===== src/rtl/vga_pkg.sv =====
// Shared definitions for the VGA test-pattern generator: mode encodings,
// on/off colour masks and default 800x600 timing constants.
package vga_pkg;

  localparam int H_ACTIVE_DEF = 800;
  localparam int V_ACTIVE_DEF = 600;
  localparam int POS_W_DEF    = 11;

  typedef enum logic [1:0] {
    MODE_QUAD  = 2'd0,
    MODE_BARS  = 2'd1,
    MODE_CHECK = 2'd2,
    MODE_BOX   = 2'd3
  } mode_e;

  // One bit per channel; the top widens each bit to the full channel width,
  // so "on" always means all ones in that channel.
  typedef struct packed {
    logic r;
    logic g;
    logic b;
  } rgb_t;

  localparam rgb_t COL_WHITE   = 3'b111;
  localparam rgb_t COL_YELLOW  = 3'b110;
  localparam rgb_t COL_CYAN    = 3'b011;
  localparam rgb_t COL_GREEN   = 3'b010;
  localparam rgb_t COL_MAGENTA = 3'b101;
  localparam rgb_t COL_RED     = 3'b100;
  localparam rgb_t COL_BLUE    = 3'b001;
  localparam rgb_t COL_BLACK   = 3'b000;

  // Colour of bar idx, left to right.
  function automatic rgb_t bar_colour(input logic [2:0] idx);
    case (idx)
      3'd0:    return COL_WHITE;
      3'd1:    return COL_YELLOW;
      3'd2:    return COL_CYAN;
      3'd3:    return COL_GREEN;
      3'd4:    return COL_MAGENTA;
      3'd5:    return COL_RED;
      3'd6:    return COL_BLUE;
      default: return COL_BLACK;
    endcase
  endfunction

endpackage


===== src/rtl/vga_box_mover.sv =====
// Bouncing-box position: moves STEP pixels per axis once per frame and
// reverses direction on reaching either edge of the travel range.
module vga_box_mover
  import vga_pkg::*;
#(
  parameter int H_ACTIVE = H_ACTIVE_DEF,
  parameter int V_ACTIVE = V_ACTIVE_DEF,
  parameter int POS_W    = POS_W_DEF,
  parameter int BOX_SIZE = 64,
  parameter int STEP     = 2
) (
  input  logic             clk,
  input  logic             rst,
  input  logic             frame_end,
  output logic [POS_W-1:0] box_x,
  output logic [POS_W-1:0] box_y
);

  // One extra bit plus sign keeps pos-STEP and pos+STEP from wrapping.
  localparam logic signed [POS_W:0] STEP_S  = (POS_W+1)'(STEP);
  localparam logic signed [POS_W:0] X_LIM_S = (POS_W+1)'(H_ACTIVE - BOX_SIZE);
  localparam logic signed [POS_W:0] Y_LIM_S = (POS_W+1)'(V_ACTIVE - BOX_SIZE);

  logic                    dir_x;  // 1 = moving right
  logic                    dir_y;  // 1 = moving down
  logic signed [POS_W:0]   next_x;
  logic signed [POS_W:0]   next_y;

  // Candidate positions one step along the current direction.
  always_comb begin
    next_x = dir_x ? $signed({1'b0, box_x}) + STEP_S : $signed({1'b0, box_x}) - STEP_S;
    next_y = dir_y ? $signed({1'b0, box_y}) + STEP_S : $signed({1'b0, box_y}) - STEP_S;
  end

  // Per-frame update; reaching a limit clamps there and turns around.
  always_ff @(posedge clk) begin
    if (rst) begin
      box_x <= '0;
      box_y <= '0;
      dir_x <= 1'b1;
      dir_y <= 1'b1;
    end else if (frame_end) begin
      if (next_x >= X_LIM_S) begin
        box_x <= X_LIM_S[POS_W-1:0];
        dir_x <= 1'b0;
      end else if (next_x <= 0) begin
        box_x <= '0;
        dir_x <= 1'b1;
      end else begin
        box_x <= next_x[POS_W-1:0];
      end
      if (next_y >= Y_LIM_S) begin
        box_y <= Y_LIM_S[POS_W-1:0];
        dir_y <= 1'b0;
      end else if (next_y <= 0) begin
        box_y <= '0;
        dir_y <= 1'b1;
      end else begin
        box_y <= next_y[POS_W-1:0];
      end
    end
  end

endmodule


===== src/rtl/vga_pattern_gen.sv =====
// Test-pattern generator between vga_sync and the RGB/sync pins.
// Stage 1 registers the raster inputs, stage 2 registers the colour computed
// from them, so colour, syncs and frame_tick all appear two cycles later.
module vga_pattern_gen
  import vga_pkg::*;
#(
  parameter int H_ACTIVE   = H_ACTIVE_DEF,
  parameter int V_ACTIVE   = V_ACTIVE_DEF,
  parameter int POS_W      = POS_W_DEF,
  parameter int R_W        = 3,
  parameter int G_W        = 2,
  parameter int B_W        = 3,
  parameter int CHECK_LOG2 = 5,
  parameter int BOX_SIZE   = 64,
  parameter int STEP       = 2
) (
  input  logic             clk,
  input  logic             rst,
  input  logic             display_en,
  input  logic [POS_W-1:0] x_pos,
  input  logic [POS_W-1:0] y_pos,
  input  logic             h_sync_in,
  input  logic             v_sync_in,
  input  logic [1:0]       mode_sel,
  output logic             h_sync,
  output logic             v_sync,
  output logic [R_W-1:0]   red,
  output logic [G_W-1:0]   green,
  output logic [B_W-1:0]   blue,
  output logic             frame_tick
);

  localparam int BAR_W = H_ACTIVE / 8;

  logic             frame_start_in;
  logic             de_q;
  logic [POS_W-1:0] x_q;
  logic [POS_W-1:0] y_q;
  logic             hs_q;
  logic             vs_q;
  logic             tick_q;
  logic             end_q;
  mode_e            mode_r;
  logic [POS_W-1:0] box_x;
  logic [POS_W-1:0] box_y;
  logic [2:0]       bar_idx;
  logic             in_box;
  rgb_t             pix;

  assign frame_start_in = display_en && (x_pos == '0) && (y_pos == '0);

  // Stage 1: register raster inputs; adopt the requested mode at frame start
  // so the first pixel of the frame is already drawn in it.
  always_ff @(posedge clk) begin
    if (rst) begin
      de_q   <= 1'b0;
      x_q    <= '0;
      y_q    <= '0;
      hs_q   <= 1'b0;
      vs_q   <= 1'b0;
      tick_q <= 1'b0;
      end_q  <= 1'b0;
      mode_r <= MODE_QUAD;
    end else begin
      de_q   <= display_en;
      x_q    <= x_pos;
      y_q    <= y_pos;
      hs_q   <= h_sync_in;
      vs_q   <= v_sync_in;
      tick_q <= frame_start_in;
      end_q  <= display_en && (x_pos == POS_W'(H_ACTIVE - 1)) && (y_pos == POS_W'(V_ACTIVE - 1));
      if (frame_start_in) mode_r <= mode_e'(mode_sel);
    end
  end

  // Box moves after the last pixel has been coloured with the old position.
  vga_box_mover #(
    .H_ACTIVE (H_ACTIVE),
    .V_ACTIVE (V_ACTIVE),
    .POS_W    (POS_W),
    .BOX_SIZE (BOX_SIZE),
    .STEP     (STEP)
  ) u_box_mover (
    .clk       (clk),
    .rst       (rst),
    .frame_end (end_q),
    .box_x     (box_x),
    .box_y     (box_y)
  );

  // Colour for the stage-1 pixel; bars located by threshold compares.
  always_comb begin
    bar_idx = 3'd0;
    for (int i = 1; i < 8; i++) begin
      if (x_q >= POS_W'(i * BAR_W)) bar_idx = bar_idx + 3'd1;
    end
    in_box = (x_q >= box_x) && ({1'b0, x_q} < ({1'b0, box_x} + (POS_W+1)'(BOX_SIZE)))
          && (y_q >= box_y) && ({1'b0, y_q} < ({1'b0, box_y} + (POS_W+1)'(BOX_SIZE)));
    pix = COL_BLACK;
    if (de_q) begin
      case (mode_r)
        MODE_QUAD: begin
          if (y_q < POS_W'(V_ACTIVE / 2))
            pix = (x_q < POS_W'(H_ACTIVE / 2)) ? COL_RED : COL_BLUE;
          else
            pix = (x_q < POS_W'(H_ACTIVE / 2)) ? COL_GREEN : COL_WHITE;
        end
        MODE_BARS:  pix = bar_colour(bar_idx);
        MODE_CHECK: pix = (x_q[CHECK_LOG2] ^ y_q[CHECK_LOG2]) ? COL_WHITE : COL_BLACK;
        default:    pix = in_box ? COL_WHITE : COL_BLUE;
      endcase
    end
  end

  // Stage 2: output registers.
  always_ff @(posedge clk) begin
    if (rst) begin
      red        <= '0;
      green      <= '0;
      blue       <= '0;
      h_sync     <= 1'b0;
      v_sync     <= 1'b0;
      frame_tick <= 1'b0;
    end else begin
      red        <= {R_W{pix.r}};
      green      <= {G_W{pix.g}};
      blue       <= {B_W{pix.b}};
      h_sync     <= hs_q;
      v_sync     <= vs_q;
      frame_tick <= tick_q;
    end
  end

endmodule


===== config.mk =====
export PLATFORM = sky130hd
export DESIGN_NAME = vga_pattern_gen
export DESIGN_NICKNAME = d
export VERILOG_FILES = /design/src/rtl/vga_pkg.sv /design/src/rtl/vga_box_mover.sv /design/src/rtl/vga_pattern_gen.sv
export SDC_FILE = /design/constraint.sdc
export NUM_CORES = 1
export LEC_CHECK = 0
export ABC_CLOCK_PERIOD_IN_PS = 6300
export BUFFER_PORTS_ARGS = -buffer_cell sky130_fd_sc_hd__buf_4
export CAP_MARGIN = 10
export CORE_UTILIZATION = 40
export CTS_CLUSTER_SIZE = 14
export DETAILED_ROUTE_END_ITERATION = 6
export PLACE_DENSITY = 0.64
export SYNTH_ARGS = -nofsm -noshare
export SYNTH_HDL_FRONTEND = slang
export SYNTH_SLANG_ARGS = --single-unit

===== constraint.sdc =====
create_clock -name clk -period 6.3 [get_ports clk]
set_input_delay 0.63 -clock clk [delete_from_list [all_inputs] [get_ports clk]]
set_output_delay 0.63 -clock clk [all_outputs]
set_load 0.1 [all_outputs]

# Word level (Yosys, flattened, before mapping)
# Cells that the tools add are included.
[classes]
n_addsub = 12
magnitude_cmp = 17
n_eq_ne = 10
n_mux = 25
n_bitwise = 1
reduce_logical = 15
[ops]
columns = ["cell", "count"]
rows = [
  ["$mux 11", 4],
  ["$mux 3", 12],
  ["$ge 11x9->1 const B", 3],
  ["$add 11x2->12 const B", 2],
  ["$add 11x7->12 const B", 2],
  ["$ge 12x11->1 const B", 2],
  ["$le 12x1->1 const B", 2],
  ["$lt 11x12->1", 2],
  ["$mux 12", 2],
  ["$sub 11x2->12 const B", 2],
  ["$eq 11x10->1 const B", 2],
  ["$ge 11x10->1 const B", 2],
  ["$ge 11x11->1", 2],
  ["$logic_not 11->1", 2],
  ["$lt 11x9->1 const B", 2],
  ["$pmux 3 s7", 1],
  ["$add 3x1->3 const B", 6],
  ["$ge 11x7->1 const B", 1],
  ["$ge 11x8->1 const B", 1],
  ["$eq 3x3->1 const B", 3],
  ["$pmux 3 s3", 1],
  ["$logic_and 1x1->1", 7],
  ["$eq 3x2->1 const B", 2],
  ["$mux 1", 5],
  ["other kinds (8)", 10],
]
[totals]
ff_bits = 59
input_bits = 29
out_inout_bits = 11
wordCells = 98

# Longest topological paths before layout
# Gate-level depths: netlist (run 1).
[depth]
ltp_word = 18
mapped_depth = 23
depth_no_buf = 22

# Modules after synthesis
# A second synthesis (run 1) with hierarchy kept.
[unflattened]
hier_cells = 539
hier_area_um2 = 4568.1
[modules_own_cells]
columns = ["module", "instances", "cells_each", "area_per_inst_um2", "seq_area_each_um2"]
rows = [
  ["vga_pattern_gen", 1, 305, 2617.5, 700.7],
  ["vga_box_mover", 1, 234, 1950.6, 440.4],
]

# Least setup slack after synthesis (run 1)
# Ideal clock, no wire load.
[synth_path]
kind = "register to register"
startpoint = "reg x_q[5]"
endpoint = "reg, netlist name green[0]"
setup_ps = 119
arrival_time_ps = 3781
required_ps = 6181
setup_slack_ps = 2401
stages_incl_launch_ff = 23
path_buffers = 2
period_less_slack_ps = 3899
path_cell_list = "dfxtp_1 clkbuf_1 o311ai_0 nand2_1 inv_1 ha_1 buf_1 xnor2_1 ha_1 nand2_1 o21ai_1 ha_1 nand2_1 nand2_1 ha_1 nor2b_1 a211o_1 ha_1 nor2b_1 xnor2_1 xnor3_1 a21oi_1 a21oi_1"
[synth_between]
elab_chain_len = 18
elab_cells_between_ends = 38
cone_classes = "add/sub: 6; order compare: 9; eq/ne: 6; mux: 12; bitwise: 1; reduce/logical: 4"
[synth_lines]
columns = ["element", "line", "text"]
rows = [
  ["start: declaration", "vga_pattern_gen.sv:37", "logic [POS_W-1:0] x_q;"],
  ["start signal: assignment", "vga_pattern_gen.sv:66", "x_q <= x_pos;"],
  ["$ge 11x7->1", "vga_pattern_gen.sv:95", "if (x_q >= POS_W'(i * BAR_W)) bar_idx = bar_idx + 3'd1;"],
  ["$mux 1", "vga_pattern_gen.sv:95", ""],
  ["$add 3x1->3", "vga_pattern_gen.sv:95", ""],
  ["$mux 3", "vga_pattern_gen.sv:95", ""],
  ["$add 3x1->3", "vga_pattern_gen.sv:95", ""],
  ["$mux 3", "vga_pattern_gen.sv:95", ""],
  ["$add 3x1->3", "vga_pattern_gen.sv:95", ""],
  ["$mux 3", "vga_pattern_gen.sv:95", ""],
  ["[... 2 more ...]", "n/a", ""],
  ["$add 3x1->3", "vga_pattern_gen.sv:95", ""],
  ["$mux 3", "vga_pattern_gen.sv:95", ""],
  ["$add 3x1->3", "vga_pattern_gen.sv:95", ""],
  ["$mux 3", "vga_pattern_gen.sv:95", ""],
  ["$eq 3x3->1, or another cell as far along", "vga_pkg.sv:35", "case (idx)"],
  ["$pmux 3 s7", "vga_pkg.sv:35", ""],
  ["$pmux 3 s3 (*)", "vga_pattern_gen.sv:101", "case (mode_r)"],
  ["$mux 3 (*)", "vga_pattern_gen.sv:100", "if (de_q) begin"],
]
# Every way passes the cells marked *; elsewhere a longest branch is shown, timed or not.
# A chain may end at the register's enable or synchronous reset.

# Worst setup path after layout (run 1)
[layout_path]
startpoint = "reg x_q[4]"
endpoint = "reg, netlist name green[0]"
[layout_between]
elab_chain_len = 18
elab_cells_between_ends = 36
cone_classes = "add/sub: 6; order compare: 9; eq/ne: 6; mux: 11; reduce/logical: 4"
[layout_lines]
columns = ["element", "line"]
rows = [
  ["$ge 11x7->1", "vga_pattern_gen.sv:95"],
  ["$mux 1", "vga_pattern_gen.sv:95"],
  ["$add 3x1->3", "vga_pattern_gen.sv:95"],
  ["$mux 3", "vga_pattern_gen.sv:95"],
  ["$add 3x1->3", "vga_pattern_gen.sv:95"],
  ["$mux 3", "vga_pattern_gen.sv:95"],
  ["$add 3x1->3", "vga_pattern_gen.sv:95"],
  ["$mux 3", "vga_pattern_gen.sv:95"],
  ["[... 2 more ...]", "n/a"],
  ["$add 3x1->3", "vga_pattern_gen.sv:95"],
  ["$mux 3", "vga_pattern_gen.sv:95"],
  ["$add 3x1->3", "vga_pattern_gen.sv:95"],
  ["$mux 3", "vga_pattern_gen.sv:95"],
  ["$eq 3x3->1, or another cell as far along", "vga_pkg.sv:35"],
  ["$pmux 3 s7", "vga_pkg.sv:35"],
  ["$pmux 3 s3 (*)", "vga_pattern_gen.sv:101"],
  ["$mux 3 (*)", "vga_pattern_gen.sv:100"],
]
# Marked as above.

==> metrics.txt, run 1 <==
DR iter-0 viols 173; die width approximately 110 µm; CTS Buffer Depth 2; Max Clock Freq around 240 MHz; top_reg_cell synth dfxtp_1; Synth async-reset ratio 0%; final setup vio count 0; routed vias/inst 5.73; H-tree Lvls 2; kind of critical path reg2reg; final cell count without fillers 702; most common cell after layout, fill and taps aside ha_1; crit-path max FO 8; Tot GR Track Use 18.7%; worst-path cell chain a21o_1 > a211o_1 > a21boi_1 > mux2i_1 > inv_1 > ha_1 > nand2_1 > o21ai_1 > ha_1 > nand2_1 > nand2_1 > ha_1 > nor2b_1 > a211o_1 > ha_1 > nor2b_1 > xnor2_1 > xnor3_1 > a21oi_1 > a21oi_1; Post-synth EDFFs 0; die span in y 110 µm; total gr overflow 0; TritonCTS clock tree done; Routability Congestion 0.794; Netlist cell types 89; status finished, final reports clean; final antenna diode count 0; hold-fix buffers at CTS 0; dpl cells roughly 690; VDD IR max 0.111 mV; initial antenna violation count 0; GR Layer Usage met3 3.32%; DRC viols 0; Core Region 11,100 µm²; met2 usage 32.0%; Starting Density a little over two fifths; Net Count, Synth about 630; Layout area overhead 10.1%; CP dominant cell by count ha_1; Post-DRT Antenna Nets 0; Hold Crit Class reg2reg; M1 GR Usage 24.7%; CTS root buffer clkbuf_16; Detailed Place HPWL 8560 µm; largest net degree at the start of global routing 38; global route hottest layer met2; Post-CTS Resized 0; min cycle time layout 4130 ps; fin nets 648; Final Cycle Share 65.6%; DIE AREA 12,000 µm²; share of cells above drive strength 1 12.5%; Routed wire per std cell ~15 µm; first-pass GRT wire length around 18,000 µm; synthesized cell area 4640 µm²; max cap viols 0; Synth Instances 540; sequential fraction of the synthesis area about a quarter; vias in the first global route approximately 3,900; Seq cells post-synth 55; Power Density 156 nW/µm²; clk slew on worst S/H paths 70 ps; Setup crit end kind flip-flop; Num CTS Buffers 5; worst path required time 6470 ps; syn avg cell area 8.58 µm²; Final Skew 5.32 ps; Rows 38; Yosys warning count 0; 1st-pass router iterations 4; postcts setup bufs 0; I/O pin cnt 40; Detailed Route WL 10,800 µm; crit start category flip-flop; TNS Setup 0 ps; port bufs 39; Critical-path top delay cell dfxtp_1; Worst path max stage delay 380 ps; Clk Latency, worst-skew pair 290 ps; clk sinks 55; crit path DAT ~4300 ps; Pleak about 0.0022 µW; most frequent cells in the layout ha_1 (56), dfxtp_1 (55), inv_1 (39), buf_4 (39), nor2b_1 (37); worst rel slew slack 53.8%; fin. max-slew vios 0; final hold violations 0; worst slew pin tran 684 ps; unrepaired setup endpoints after global routing no; Via Count 4,024
==> where the power goes <==
part	total, µW	internal (µW)	switching, µW
clock network	273	149	124
registers	368	357	11.7
logic	156	73.1	83.3
total	798	579	219
==> flip-flops by register name (all words and copies together), names as in the netlist <==
register / count
h_sync: 1
tick_q: 1
v_sync: 1
green: 1
x_q: 10
u_box_mover.dir_x: 1
end_q: 1
de_q: 1
frame_tick: 1
y_q: 10
hs_q: 1
u_box_mover.dir_y: 1
blue: 1
mode_r: 2
u_box_mover.box_x: 10
red: 1
vs_q: 1
u_box_mover.box_y: 10
==> critical path, delay by kind of cell (launching register included) <==
kind	cells	cell delay, ps
and+or+nand+nor	5	430
muxes	1	270
buffers and inverters	1	70
DFF	1	380
xor gates and xnor gates	2	410
adders and majority gates	4	1040
AOI/OAI and AO/OA	7	1410
==> path summary, 6_finish.rpt <==
kind	end	slack, ps	depth (start not counted)	startpoint
setup / recovery	green[0]	2170	20	x_q[4]
hold / removal	frame_tick	440	1	tick_q
setup reg to reg	green[0]	2170	20	x_q[4]
hold reg to reg	frame_tick	440	1	tick_q
==> cell families (layout without fill, tap and decap cells) <==
logic type,Yosys count,in the layout,synth area share (%)
compound gates,149,149,25.6
xor+xnor,24,24,5.16
fa+ha+maj,58,58,16.0
buf+inv,65,87,6.50
flops,55,55,23.8
mux,5,5,1.19
simple gates,184,184,21.8
==> cells in the mapped netlist, types with 9 or more instances <==
cell / n / area (µm²)
a211oi_1: 9 / 67.6
a21oi_1: 20 / 100
a21o_1: 11 / 82.6
a22o_1: 11 / 96.3
dfxtp_1: 55 / 1100
nand4_1: 9 / 56.3
o21ai_0: 9 / 45.0
nor2b_1: 37 / 231
nand2_1: 31 / 116
inv_1: 39 / 146
ha_1: 56 / 701
xnor2_1: 19 / 166
nor3_1: 18 / 90.1
o21a_1: 10 / 75.1
a211o_1: 10 / 87.6
clkbuf_1: 13 / 48.8
nor2_1: 30 / 113
nand3_1: 11 / 55.1
==> per-layer routing <==
layer  vias up  wire [µm]
met3         7        325
met4         0         83
met2        58       5000
met5         -          0
met1      1911       5340
li1       2048          -
==> final cells by class <==
class	count	area [µm²]
inverters	39	146
multi-input cells	420	3230
repair buffers	40	304
clock buffers	6	129
clock inverters	2	16.3
flip-flops and latches	55	1100
well taps	140	175
fillers	1087	5970
==> per-stage QoR <==
step / power [µW] / setup WS [ps] / area [µm²] / util, % / hold WS (ps)
2_1_floorplan: 490 / 2400 / 4640 / - / 414
3_5_place_dp: 532 / 2160 / 4950 / 44.7 / 429
3_3_place_gp: 526 / 2300 / 4950 / 44.7 / 420
5_1_grt: 842 / 1790 / 5100 / 46.1 / 456
6_report: 798 / 2170 / 5100 / 46.1 / 443
4_1_cts: 804 / 2140 / 5090 / 46.0 / 446
Note: power is estimated with default switching activity, not from simulation.
==> run 2, diff against run 1 <==
--- a/config.mk
+++ b/config.mk
@@ -5,13 +5,13 @@
 export SDC_FILE = /design/constraint.sdc
 export NUM_CORES = 1
 export LEC_CHECK = 0
-export ABC_CLOCK_PERIOD_IN_PS = 6300
+export ABC_CLOCK_PERIOD_IN_PS = 3710
 export BUFFER_PORTS_ARGS = -buffer_cell sky130_fd_sc_hd__buf_4
 export CAP_MARGIN = 10
 export CORE_UTILIZATION = 40
 export CTS_CLUSTER_SIZE = 14
 export DETAILED_ROUTE_END_ITERATION = 6
-export PLACE_DENSITY = 0.64
+export PLACE_DENSITY = 0.66
 export SYNTH_ARGS = -nofsm -noshare
 export SYNTH_HDL_FRONTEND = slang
 export SYNTH_SLANG_ARGS = --single-unit
==> constraint.sdc (replaced) <==
create_clock -name clk -period 3.71 [get_ports clk]
set_input_delay 0.371 -clock clk [delete_from_list [all_inputs] [get_ports clk]]
set_output_delay 0.371 -clock clk [all_outputs]
set_load 0.1 [all_outputs]
==> run 2 against run 1 <==
The flow now finishes with violations (setup timing); design area rose by 7.5%; maximum frequency grew 8.3%; via count is 2.8% higher; flip-flop and latch count unchanged; clock power increased by 77%.
==> metrics.txt, run 2 (synthesis gave the netlist of run 1 again) <==
Detailed Route WL 11,400 µm (+5.6%); final antenna diode count 0 (unchanged); most common cell after layout, fill and taps aside buf_4; Place WS -147 ps (-2300 ps); crit start category flip-flop; first-pass GRT wire length 18,900 µm (+5.5%); VDD IR max 0.188 mV (+70%); DRC viols 0 (unchanged); worst slew pin tran 681 ps (-3.25 ps); crit path DAT 3990 ps (-320 ps); die width 110 µm (unchanged); DR iter-0 viols 203 (+17%); Pleak 0.00239 µW (+7.7%); initial antenna violation count 0 (unchanged); Layout area overhead 18.3%; Clk Latency, worst-skew pair 290 ps (about the same); port bufs 39 (unchanged); status finished with violations; Core Region 11,100 µm² (unchanged); placed cell areas 5120 µm² (+3.4%); worst rel slew slack 54.4% (+0.58 points); Tot GR Track Use 19.7% (+1.0 points); Final Skew 4.00 ps (-1.33 ps); vias in the first global route 4,016 (+3.8%); Setup crit end kind flip-flop; Filler cells 1,023 (-5.9%); design area 5490 µm² (+7.5%); clk sinks 55 (unchanged); final setup vio count 1 (+1); Rows 38 (unchanged); CTS root buffer clkbuf_16; Power Density 274 nW/µm² (+76%); DIE AREA 12,000 µm² (unchanged); unrepaired setup endpoints after global routing yes; crit-path max FO 2 (-6); worst path required time 3890 ps (-2580 ps); Starting Density 41.8% (unchanged); Routability Congestion 0.899 (+13%); Max Clock Freq 262 MHz (+8.3%); Post-DRT Antenna Nets 0 (unchanged); Via Count 4,135 (+2.8%); total gr overflow 0 (unchanged); Num CTS Buffers 5 (unchanged); Detailed Place HPWL 8800 µm (+2.8%); PnR worst setup slack -107 ps (-2270 ps); final hold violations 0 (unchanged); fin. max-slew vios 0 (unchanged); largest net degree at the start of global routing 38 (unchanged); most frequent cells in the layout buf_4 (64), dfxtp_1 (52), ha_1 (50); Final Cycle Share 103% (+37 points); reg2reg setup slack -110 ps (-2270 ps); min cycle time layout 3820 ps (-317 ps); die span in y 110 µm (unchanged); routed vias/inst 5.66 (-1.2%); fin nets 676 (+4.3%); share of cells above drive strength 1 21.4% (+8.9 points); I/O pin cnt 40 (unchanged); hold-fix buffers at CTS 0 (unchanged); max cap viols 0 (unchanged); Routed wire per std cell 15.6 µm (+1.5%); TritonCTS clock tree done; failing checks setup timing; Hold Crit Class in2reg; 1st-pass router iterations 4 (unchanged); H-tree Lvls 2 (unchanged); kind of critical path reg2reg; CTS Buffer Depth 2 (unchanged); clk slew on worst S/H paths 70 ps (about the same)
## run 2: cell types whose count changed in the layout (fill, tap and decap cells not counted), moves of 2 or more
| cell | previous run | this run |
|---|---|---|
| buf_4 | 39 | 64 |
| nand2_2 | 0 | 3 |
| inv_2 | 0 | 3 |
| nor3_2 | 2 | 4 |
| nor2b_4 | 0 | 2 |
| dfxtp_1 | 55 | 52 |
| buf_6 | 1 | 4 |
| ha_1 | 56 | 50 |
| inv_1 | 39 | 36 |
| nand2_1 | 31 | 27 |
| dfxtp_2 | 0 | 3 |
| nor2b_1 | 37 | 35 |
| ha_4 | 0 | 5 |
| nor3_1 | 18 | 16 |
## run 2: per-layer routing
metal | wire, µm | global-route usage, %
met5 | 0 | 0
met1 | 5470 | 26.1
met4 | 73 | 3.33
met2 | 5610 | 34.5
met3 | 206 | 2.37
## run 2: worst paths after layout
path / from / cells after the start / endpoint
hold reg to reg: vs_q / 1 / v_sync
setup / recovery: x_q[3] / 20 / green[0]
hold / removal: v_sync_in / 2 / vs_q
setup reg to reg: x_q[3] / 20 / green[0]
## run 2: metrics by stage
step | util [%] | hold slack [ps] | power, µW | cells | TNS, ps
after floorplan | - | 414 | 836 | 540 | -22.2
after global placement | 46.2 | 418 | 927 | 714 | -39.9
after detailed placement | 46.2 | 425 | 936 | 714 | -147
after CTS | 48.4 | 286 | 1450 | 728 | -149
after global routing | 49.5 | 284 | 1580 | 730 | -346
final | 49.5 | 286 | 1510 | 730 | -107
## run 2: layout make-up
| cell class | instances | area, µm² | area share [%] |
|---|---|---|---|
| clock buffer | 5 | 125 | 2.28 |
| clock inverter | 3 | 26.3 | 0.479 |
| inverter | 39 | 146 | 2.67 |
| multi-input combinational | 420 | 3380 | 61.7 |
| sequential | 55 | 1100 | 20.1 |
| tap | 140 | 175 | 3.19 |
| timing repair buffer | 68 | 526 | 9.58 |
## run 2: where the power goes
part           switching [µW]  leakage [µW]  internal [µW]
Sequential               12.6      0.000451            606
Combinational             198       0.00187            207
Clock                     226     0.0000748            257
Total                     436       0.00239           1070
## run 2: repair_timing
action / CTS / global route
setup endpoints to repair: 2 / 2
gates resized for setup: 16 / 17
pin swaps: 15 / 13
buffers inserted: 6 / 2
## run 2: worst max-delay path, cell delays in order (launching register included)
cell,delay (ps)
dfxtp_2,330
a21o_1,190
a211o_1,330
a21boi_2,230
mux2i_2,280
inv_2,70
ha_4,250
nand2_4,60
o21ai_4,80
ha_4,280
nand2_2,40
nand2_2,100
ha_4,200
nor2b_4,110
a211o_1,280
ha_4,160
nor2b_4,120
xnor2_2,150
xnor3_1,240
a21oi_2,120
a21oi_1,70
==> run 3, diff against run 2 <==
--- a/config.mk
+++ b/config.mk
@@ -8,10 +8,11 @@
 export ABC_CLOCK_PERIOD_IN_PS = 3710
 export BUFFER_PORTS_ARGS = -buffer_cell sky130_fd_sc_hd__buf_4
 export CAP_MARGIN = 10
-export CORE_UTILIZATION = 40
+export CORE_UTILIZATION = 55
 export CTS_CLUSTER_SIZE = 14
 export DETAILED_ROUTE_END_ITERATION = 6
-export PLACE_DENSITY = 0.66
+export GPL_TIMING_DRIVEN = 0
+export PLACE_DENSITY = 0.84
 export SYNTH_ARGS = -nofsm -noshare
 export SYNTH_HDL_FRONTEND = slang
 export SYNTH_SLANG_ARGS = --single-unit
==> run 3 against run 2 <==
The flow still finishes with violations (setup timing); hold slack got worse by 23 ps; utilization increased by 16 points; power decreased by 11%; flip-flop and latch count unchanged; global-route usage increased by 7.1 points; worst setup slack got worse by 50 ps; largest power group unchanged; maximum frequency decreased by 1.3%.
==> metrics.txt, run 3 (synthesis gave the netlist of run 1 again) <==
Buffers & Inverters on Critical Path 2 (+1); max cap viols 0 (unchanged); total gr overflow 0 (unchanged); clk sinks 55 (unchanged); Pleak 0.00235 µW (-1.8%); final setup vio count 2 (+1); Layout Utilization 65.1% (+16 points); Detailed Place HPWL 8910 µm (+1.2%); M1 GR Usage 33.7% (+7.6 points); H-tree Lvls 2 (unchanged); worst path required time 3920 ps (+30 ps); worst rel slew slack 58.3% (+3.9 points); DIE AREA 8800 µm² (-27%); Routability Congestion 0.905 (+0.65%); most frequent cells in the layout buf_4 (55), ha_1 (53), dfxtp_1 (46); DRC viols 0 (unchanged); Hold Crit Class in2reg; TritonCTS clock tree done; clk slew on worst S/H paths 100 ps (+30 ps); VDD IR max 0.257 mV (+36%); fin. max-slew vios 0 (unchanged); routed vias/inst 6.16 (+8.8%); die width 93.8 µm (-14%); Critical-path top delay cell dfxtp_4; die span in y 93.8 µm (-14%); crit start category flip-flop; first-pass GRT wire length 19,000 µm (+0.58%); Final Cycle Share 104% (+1.4 points); final antenna diode count 0 (unchanged); unrepaired setup endpoints after global routing yes; share of cells above drive strength 1 18.5% (-2.8 points); fin nets 679 (+0.44%); Num CTS Buffers 5 (unchanged); Layout area overhead 14.8%; critical path's top delay family adder cells; Tot GR Track Use 26.7% (+7.1 points); CTS Buffer Depth 2 (unchanged); Detailed Route WL 11,500 µm (+0.99%); Starting Density 56.7% (+15 points); worst-path cell chain nor4_4 > o21a_1 > inv_1 > ha_2 > mux2i_1 > inv_1 > ha_1 > nand2_1 > o21ai_2 > ha_1 > nand2_1 > nand2_1 > ha_1 > nor2b_1 > a211o_1 > ha_2 > nor2b_1 > xnor2_1 > xnor3_1 > a21oi_1 > a21oi_1; min cycle time layout 3870 ps (+50.1 ps); met2 usage 47.7% (+13 points); Core Region 8180 µm² (-26%); most common cell after layout, fill and taps aside buf_4; initial antenna violation count 0 (unchanged); I/O pin cnt 40 (unchanged); TNS Setup -157 ps (-50.3 ps); Power Density 253 nW/µm² (-8.0%); GR Layer Usage met3 2.91% (+0.54 points); PnR worst setup slack -157 ps (-50.1 ps); 1st-pass router iterations 5 (+1); Routed wire per std cell 16.4 µm (+5.6%); port bufs 39 (unchanged); Setup crit end kind flip-flop; DR iter-0 viols 254 (+25%); largest net degree at the start of global routing 18 (-53%); Via Count 4,303 (+4.1%); Final Skew 11.1 ps (+7.09 ps); CTS root buffer clkbuf_8; Post-DRT Antenna Nets 0 (unchanged); global route hottest layer met2; Max Clock Freq 259 MHz (-1.3%); Clk Latency, worst-skew pair 310 ps (+20 ps); failing checks setup timing; status finished with violations; Rows 33 (-13%); vias in the first global route 4,199 (+4.6%); kind of critical path reg2reg; Tot Pwr 1340 µW (-11%); Worst path max stage delay 390 ps (+60 ps); crit-path max FO 5 (+3); final hold violations 0 (unchanged); hold-fix buffers at CTS 0 (unchanged); worst slew pin tran 618 ps (-63.2 ps); crit path DAT 4070 ps (+80 ps)
## run 3: changes by cell type in the layout (fill, tap and decap cells not counted), moves of 5 or more
cell | before | now
clkbuf_1 | 0 | 10
buf_4 | 64 | 55
clkbuf_8 | 0 | 6
dfxtp_1 | 52 | 46
clkbuf_16 | 5 | 0
## run 3: path summary, 6_finish.rpt
check	from	endpoint	slack [ps]	cells after the start
max	x_q[9]	green[0]	-160	21
min	v_sync_in	vs_q	260	2
max reg2reg	x_q[9]	green[0]	-160	21
min reg2reg	vs_q	v_sync	440	1
## run 3: layout make-up
type                    instances  area (µm²)
repair buffers                 49         368
inverters                      39         146
clock inverters                 2        38.8
fillers                       685        2850
well taps                     105         131
flip-flops and latches         55        1120
plain buffers                  22         144
clock buffers                   6        72.6
multi-input cells             420        3300
## run 3: timing repair
item | 4_1_cts | 5_1_grt
resized for setup | 21 | 2
buffers inserted | 10 | 0
endpoints found under the setup margin | 2 | 2
pin swaps | 12 | 6
## run 3: per-stage QoR
step           area (µm²)  worst slack (ps)  cells  hold WS (ps)
2_1_floorplan        4660             -22.2    540           414
3_3_place_gp         5090              -282    684           421
3_5_place_dp         5090              -395    684           424
4_1_cts              5310              -266    698           265
5_1_grt              5320              -398    698           277
6_report             5320              -157    698           263
## run 3: layer usage
layer / vias up / routed length (µm)
li1: 2104 / -
met1: 2059 / 5000
met2: 119 / 5750
met3: 21 / 552
met4: 0 / 159
met5: - / 0
## run 3: power by group
part / switching (µW) / internal [µW]
clock network: 203 / 204
registers: 20.5 / 605
logic: 159 / 152
total: 382 / 962
